[config.mk]
export PLATFORM = sky130hd
export DESIGN_NAME = sosanh_cmp
export DESIGN_NICKNAME = d
export VERILOG_FILES = /design/src/rtl/sosanh_cmp.sv
export SDC_FILE = /design/constraint.sdc
export NUM_CORES = 1
export LEC_CHECK = 0
export ABC_AREA = 1
export CAP_MARGIN = 20
export CORE_AREA = 2 2 39 41
export CTS_CLUSTER_SIZE = 24
export DETAILED_ROUTE_END_ITERATION = 16
export DIE_AREA = 0 0 41 43
export GPL_TIMING_DRIVEN = 0
export HOLD_SLACK_MARGIN = 0.06
export PLACE_DENSITY = 0.5
export REMOVE_ABC_BUFFERS = 1
export SLEW_MARGIN = 30
export SYNTH_ARGS = -nofsm -noshare
export SYNTH_HDL_FRONTEND = slang
export SYNTH_SLANG_ARGS = --single-unit
[constraint.sdc]
create_clock -name clk -period 0.96 [get_ports clk]
set_clock_uncertainty 0.2 [all_clocks]
set_input_delay 0.096 -clock clk [delete_from_list [all_inputs] [get_ports clk]]
set_output_delay 0.096 -clock clk [all_outputs]
set_load 0.01 [all_outputs]
[src/rtl/sosanh_cmp.sv]
// rtl/sosanh_cmp.sv - registered MSB-first magnitude comparator with greater/equal/less flags
module sosanh_cmp #(
    parameter int WIDTH  = 4,
    parameter bit SIGNED = 1'b0
) (
    input  logic             clk,
    input  logic             rst,
    input  logic             in_valid,
    input  logic [WIDTH-1:0] a,
    input  logic [WIDTH-1:0] b,
    output logic             out_valid,
    output logic             x,
    output logic             y,
    output logic             z
);

    logic [WIDTH-1:0] a_k;
    logic [WIDTH-1:0] b_k;
    logic             found;
    logic             a_gt;

    // Flipping both MSBs maps two's-complement ordering onto unsigned ordering.
    always_comb begin
        a_k = a;
        b_k = b;
        a_k[WIDTH-1] = a[WIDTH-1] ^ SIGNED;
        b_k[WIDTH-1] = b[WIDTH-1] ^ SIGNED;
    end

    // The first differing bit from the top decides; that bit of A set means A > B.
    always_comb begin
        found = 1'b0;
        a_gt  = 1'b0;
        for (int i = WIDTH - 1; i >= 0; i--) begin
            if (!found && (a_k[i] != b_k[i])) begin
                found = 1'b1;
                a_gt  = a_k[i];
            end
        end
    end

    always_ff @(posedge clk or posedge rst) begin
        if (rst) begin
            out_valid <= 1'b0;
            x         <= 1'b0;
            y         <= 1'b0;
            z         <= 1'b0;
        end else begin
            out_valid <= in_valid;
            if (in_valid) begin
                x <= found && a_gt;
                y <= !found;
                z <= found && !a_gt;
            end
        end
    end

endmodule

==> results of run 1 <==
-- timing repair --
action | CTS | global route
buffers inserted | 1 | 2
pin swaps | 9 | 7
endpoints found under the setup margin | 7 | 7
hold endpoints to repair | 4 | 4
resized for setup | 39 | 3
-- placed cells by master, fill, tap and decap left out, drive strengths merged --
cell type | Yosys | routed
clkdlybuf4s15 | 0 | 2
buf | 0 | 9
ha | 1 | 1
nand4 | 1 | 1
a21oi | 1 | 1
inv | 10 | 10
dlygate4sd2 | 0 | 4
nor2 | 3 | 3
nand2 | 19 | 19
clkdlybuf4s50 | 0 | 2
dfrtp | 4 | 4
clkbuf | 0 | 3
xnor2 | 1 | 1
nand3 | 6 | 6
-- layer usage --
layer | vias up | routed length [um] | share of wire [%]
met5 | - | 0 | 0
met4 | 0 | 0 | 0
met3 | 0 | 29 | 4.5
met2 | 7 | 363 | 57
met1 | 143 | 248 | 39
li1 | 180 | - | -
-- flip-flops by register name, indices dropped and copies added (netlist names) --
register   flops
out_valid      1
z              1
x              1
y              1
-- cell type report --
class / instances / area, sq um / share of cell area (%)
multi-input combinational: 32 / 179 / 35.3
timing repair buffer: 17 / 145 / 28.6
sequential: 4 / 100 / 19.8
inverter: 10 / 40.0 / 7.90
clock buffer: 3 / 22.5 / 4.44
tap: 16 / 20.0 / 3.95
-- final timing paths --
check                                     end          start  depth (start not counted)
worst min register to register  z$_DFFE_PP0P_  z$_DFFE_PP0P_                          3
worst min-delay path            y$_DFFE_PP0P_            rst                          2
min in group clk                z$_DFFE_PP0P_           a[0]                          4
worst max-delay path            x$_DFFE_PP0P_           b[3]                         12
max in group asynchronous       x$_DFFE_PP0P_            rst                          2
worst max register to register  y$_DFFE_PP0P_  y$_DFFE_PP0P_                          3
-- report_power, final --
part	internal [mW]	switching [mW]
combinational	0.107	0.0991
clock	0.139	0.0616
sequential	0.189	0.00870
total	0.435	0.169
-- kinds of logic after synthesis --
family	Yosys count	synth area share, %
AO/OA/AOI/OAI	1	1.71
flip-flops	4	34.2
AND/OR/NAND/NOR	29	44.0
adder cells (fa/ha/maj)	1	4.27
XOR/XNOR	1	2.99
buffers and inverters	10	12.8
-- stage by stage --
stage	instance area [sq um]	setup WS [ns]	cells	TNS (ns)	util (%)
6_report	507	-0.154	82	-0.478	36.6
5_1_grt	507	-0.249	82	-0.917	36.6
4_1_cts	483	-0.184	80	-0.605	34.9
3_5_place_dp	453	-0.925	76	-3.24	32.7
3_3_place_gp	453	-0.901	76	-3.16	32.7
2_1_floorplan	293	-0.332	46	-0.761	-
==> impl_metrics.py, run 1 <==
metrics = {
    "power": {
        "power_density_mw_per_mm2": 1190,
        "ir_drop_v": 0.000344,
        "p_leak_nw": 0.281,
        "total_power_mw": 0.605,
    },
    "timing": {
        "setup_viol": 6,
        "finalCriticalPeriod_ns": 1.11,
        "slew_headroom_pct": 89.1,
        "fin_ws_ns": -0.154,
        "holdWs_ns": -0.147,
        "rsz0062_at_grt": "true",
        "fin_crit_sh_pct": 116,
        "drv_slew": 0,
        "fmax_mhz": 898,
        "worst_pin_slew_ns": 0.162,
        "hold_violations": 4,
    },
    "cts": {
        "cts.sinks": 4,
        "root_buffer": "clkbuf_4",
        "clk_pin_slew_ns": 0.04,
        "cts_tree": "built",
        "cts_buffers": 3,
        "h-tree-depth": 1,
        "worstSkewPairLatency_ns": 0.23,
        "cts.path.max_buffers": 2,
    },
    "finish": {
        "finalNetCount": 80,
        "antenna_cells": 0,
        "fill_cells": 162,
        "synthToLayoutAreaGrowth_pct": 73.1,
        "drive_above_1_share_pct": 34.8,
    },
    "grt": {
        "grt-ovfl-total": 0,
        "antenna_found_initial": 0,
        "use_met3_pct": 1.57,
        "grt_util_met1_pct": 11.6,
        "grt_pass1_wl_um": 1200,
        "gr-max-usage-layer": "met2",
        "gr-usage-met2_pct": 15.3,
        "grt_max_degree": 5,
        "grt_pass1_vias": 321,
        "grt.total_usage_pct": 10.4,
    },
    "synthesis": {
        "synth_edf_count": 0,
        "syn-mean-instance-area_sq_um": 6.36,
        "netlist_area_sq_um": 293,
        "synth-seq-cells": 4,
        "synthMostInstantiatedCell": "nand2_1",
        "synth_ff_type": "dfrtp_1",
        "ys_seq_area_share_pct": 34.2,
        "ys_types": 13,
        "async_flop_share_pct": 100,
        "synth.top_cells.by_area": "dfrtp_1 34%, nand2_1 23%, inv_1 10%",
        "postSynthCellCount": 46,
        "yosysTopAreaCell": "dfrtp_1",
        "yosys-top-cells-count": "18 x nand2_1, 8 x inv_1, 5 x nand3_1",
        "synth_top_area_share_pct": 34.2,
        "synth_warnings": 0,
    },
    "detailed_routing": {
        "ant_nets": 0,
        "wl_um": 641,
        "vias_per_cell": 4.02,
        "num_vias": 330,
        "drtIter0Drc": 3,
        "wl_per_cell_um": 7.82,
        "first_pass_iters": 3,
        "route.detailed.drc": 0,
    },
    "critical_path": {
        "crit_type": "in2reg",
        "path_delay_family": "simple AND/OR/NAND/NOR gates",
        "startpoint_type": "input pin",
        "critPathCaptureType": "flip-flop",
        "required_ns": 0.87,
        "r2r_setup_slack_ns": 0.03,
        "path_buf_inv": 3,
        "cp_slowest_cell": "ha_4",
        "cpPeakStageDelay_ns": 0.27,
        "crit_top_cell": "nand2_1",
        "crit_fanout": 4,
        "cp.arrival_ns": 1.03,
        "cp_cell_sequence": "buf_8 -> inv_4 -> ha_4 -> inv_2 -> a21oi_2 -> nand3_1 -> nand2_1 -> nand2_1 -> nand2_1 -> nand2_1 -> nand2_1 -> nand2_1",
    },
    "placement": {
        "place.gp.congestion": 0.651,
        "io_buffers": 14,
        "dp_hpwl_um": 537,
    },
    "hold_path": {
        "hold_path_class": "in2async",
    },
    "run": {
        "drv_cap": 0,
    },
    "floorplanning": {
        "start_util_pct": 21.2,
        "fp.dieH_um": 43,
        "row_count": 14,
        "dieArea_sq_mm": 0.00176,
        "die_x_um": 41,
        "io_pins": 15,
        "core_area_sq_mm": 0.00138,
    },
    "status": {
        "violations": "hold timing, setup timing",
        "status": "finished, violations left",
    },
}
Note: power is estimated with default switching activity, not from simulation.
==> inputs of run 2 (changes only) <==
--- a/config.mk
+++ b/config.mk
@@ -6,6 +6,7 @@
 export NUM_CORES = 1
 export LEC_CHECK = 0
 export ABC_AREA = 1
+export ABC_CLOCK_PERIOD_IN_PS = 960
 export CAP_MARGIN = 20
 export CORE_AREA = 2 2 39 41
 export CTS_CLUSTER_SIZE = 24
@@ -19,3 +20,4 @@
 export SYNTH_ARGS = -nofsm -noshare
 export SYNTH_HDL_FRONTEND = slang
 export SYNTH_SLANG_ARGS = --single-unit
+export TNS_END_PERCENT = 10
==> impl_metrics.py, run 2 (synthesis results as in run 1) <==
metrics = {
    "critical_path": {
        "cp_slowest_cell": "ha_4",
        "critPathCaptureType": "flip-flop",
        "required_ns": 0.87,
        "path_buf_inv": 3,
        "cpPeakStageDelay_ns": 0.27,
        "startpoint_type": "input pin",
        "crit_fanout": 4,
        "cp.arrival_ns": 1.03,
        "crit_top_cell": "nand2_1",
        "cp_cell_sequence": "buf_8 -> inv_4 -> ha_4 -> inv_2 -> a21oi_2 -> nand3_1 -> nand2_1 -> nand2_1 -> nand2_1 -> nand2_1 -> nand2_1 -> nand2_1",
        "crit_type": "in2reg",
        "path_delay_family": "simple AND/OR/NAND/NOR gates",
    },
    "grt": {
        "grt_max_degree": 5,
        "grt.total_usage_pct": 10.4,
        "grt-ovfl-total": 0,
        "antenna_found_initial": 0,
        "grt_pass1_vias": 321,
        "grt_pass1_wl_um": 1200,
    },
    "timing": {
        "worst_pin_slew_ns": 0.162,
        "rsz0062_at_grt": "true",
        "finalCriticalPeriod_ns": 1.11,
        "drv_slew": 0,
        "hold_violations": 4,
        "fin_ws_ns": -0.154,
        "fmax_mhz": 898,
        "holdWs_ns": -0.147,
        "fin_crit_sh_pct": 116,
        "setup_viol": 6,
        "slew_headroom_pct": 89.1,
        "fin_setup_tns_ns": -0.482,
    },
    "power": {
        "power_density_mw_per_mm2": 1200,
        "p_leak_nw": 0.272,
        "ir_drop_v": 0.000328,
    },
    "detailed_routing": {
        "routed.top_layer": "met3",
        "wl_um": 630,
        "wl_met1_um": 243,
        "drtIter0Drc": 3,
        "wl_per_cell_um": 7.88,
        "first_pass_iters": 3,
        "route.detailed.drc": 0,
        "wl_met2_um": 358,
        "wl_met3_um": 29,
        "vias_per_cell": 4.06,
        "ant_nets": 0,
        "num_vias": 325,
    },
    "cts": {
        "h-tree-depth": 1,
        "cts_tree": "built",
        "cts.sinks": 4,
        "cts.path.max_buffers": 2,
        "root_buffer": "clkbuf_4",
        "worstSkewPairLatency_ns": 0.23,
        "clk_pin_slew_ns": 0.04,
        "cts_buffers": 3,
    },
    "hold_path": {
        "hold_path_class": "in2async",
    },
    "status": {
        "violations": "hold timing, setup timing",
        "status": "finished, violations left",
    },
    "finish": {
        "layout_common_cells": "17 x nand2_1, 6 x inv_1, 5 x nand3_1",
        "drive_above_1_share_pct": 32.8,
        "antenna_cells": 0,
        "finalNetCount": 78,
        "fill_cells": 164,
        "regArea_sq_um": 100,
        "final_common_cell": "nand2_1",
        "multi_input_area_sq_um": 179,
        "synthToLayoutAreaGrowth_pct": 67.9,
    },
    "placement": {
        "io_buffers": 14,
        "dp_hpwl_um": 537,
        "place.gp.congestion": 0.651,
    },
    "floorplanning": {
        "start_util_pct": 21.2,
        "dieArea_sq_mm": 0.00176,
        "io_pins": 15,
        "row_count": 14,
        "core_area_sq_mm": 0.00138,
        "die_x_um": 41,
        "fp.dieH_um": 43,
    },
    "run": {
        "drv_cap": 0,
    },
}
[run 2: cell count changes in the layout (fill, tap and decap cells not counted), sizes merged]
cell,before,now
buf,9,7
[run 2: worst reg2reg max path, stage by stage (launching register included)]
cell and delay (ns):
dfrtp_1 0.37, buf_4 0.13, nand2_1 0.05, nand2_1 0.06
[run 2: area by class of cell]
cell class / instances / share of cell area (%)
inverters: 10 / 8.14
flip-flops and latches: 4 / 20.4
multi-input cells: 32 / 36.4
well taps: 16 / 4.07
clock buffers: 3 / 4.58
repair buffers: 15 / 26.5
[run 2: path summary, 6_finish.rpt]
path / start / cells after the start / endpoint / slack [ns]
worst max-delay path: b[3] / 12 / x$_DFFE_PP0P_ / -0.15
worst max register to register: x$_DFFE_PP0P_ / 3 / x$_DFFE_PP0P_ / 0.03
worst min-delay path: rst / 2 / y$_DFFE_PP0P_ / -0.15
max in group asynchronous: rst / 2 / x$_DFFE_PP0P_ / 0.55
min in group clk: a[0] / 4 / z$_DFFE_PP0P_ / 0.17
worst min register to register: z$_DFFE_PP0P_ / 2 / z$_DFFE_PP0P_ / 0.27
[run 2: where the power goes]
group	total, mW	switching [mW]	internal, mW
Clock	0.201	0.0617	0.139
Combinational	0.191	0.0960	0.0948
Sequential	0.198	0.00895	0.189
[run 2: timing repair]
item,in CTS,in global routing
endpoints found under the hold margin,4,4
setup endpoints to repair,7,7
pin swaps,9,7
buffers inserted,1,0
cloned,0,0
resized for setup,39,3
[run 2: routing by layer]
metal  up-vias  GRT usage (%)
met5         -              0
met4         0           10.0
met3         0           1.57
met2         7           15.3
met1       142           11.6
li1        176              -
[run 2: through the flow]
step	instance area (sq um)	util [%]	setup slack (ns)	power, mW	cells
floorplan	293	-	-0.332	0.289	46
global placement	453	32.7	-0.901	0.387	76
detailed placement	453	32.7	-0.925	0.392	76
CTS	483	34.9	-0.184	0.605	80
global route	492	35.5	-0.249	0.642	80
finish	492	35.5	-0.154	0.590	80
==> inputs of run 3 (changes only) <==
--- a/config.mk
+++ b/config.mk
@@ -9,6 +9,7 @@
 export ABC_CLOCK_PERIOD_IN_PS = 960
 export CAP_MARGIN = 20
 export CORE_AREA = 2 2 39 41
+export CTS_CLUSTER_DIAMETER = 100
 export CTS_CLUSTER_SIZE = 24
 export DETAILED_ROUTE_END_ITERATION = 16
 export DIE_AREA = 0 0 41 43
==> results of run 3 <==
Same layout as run 2: the final DEF is identical, and so are final timing and power.
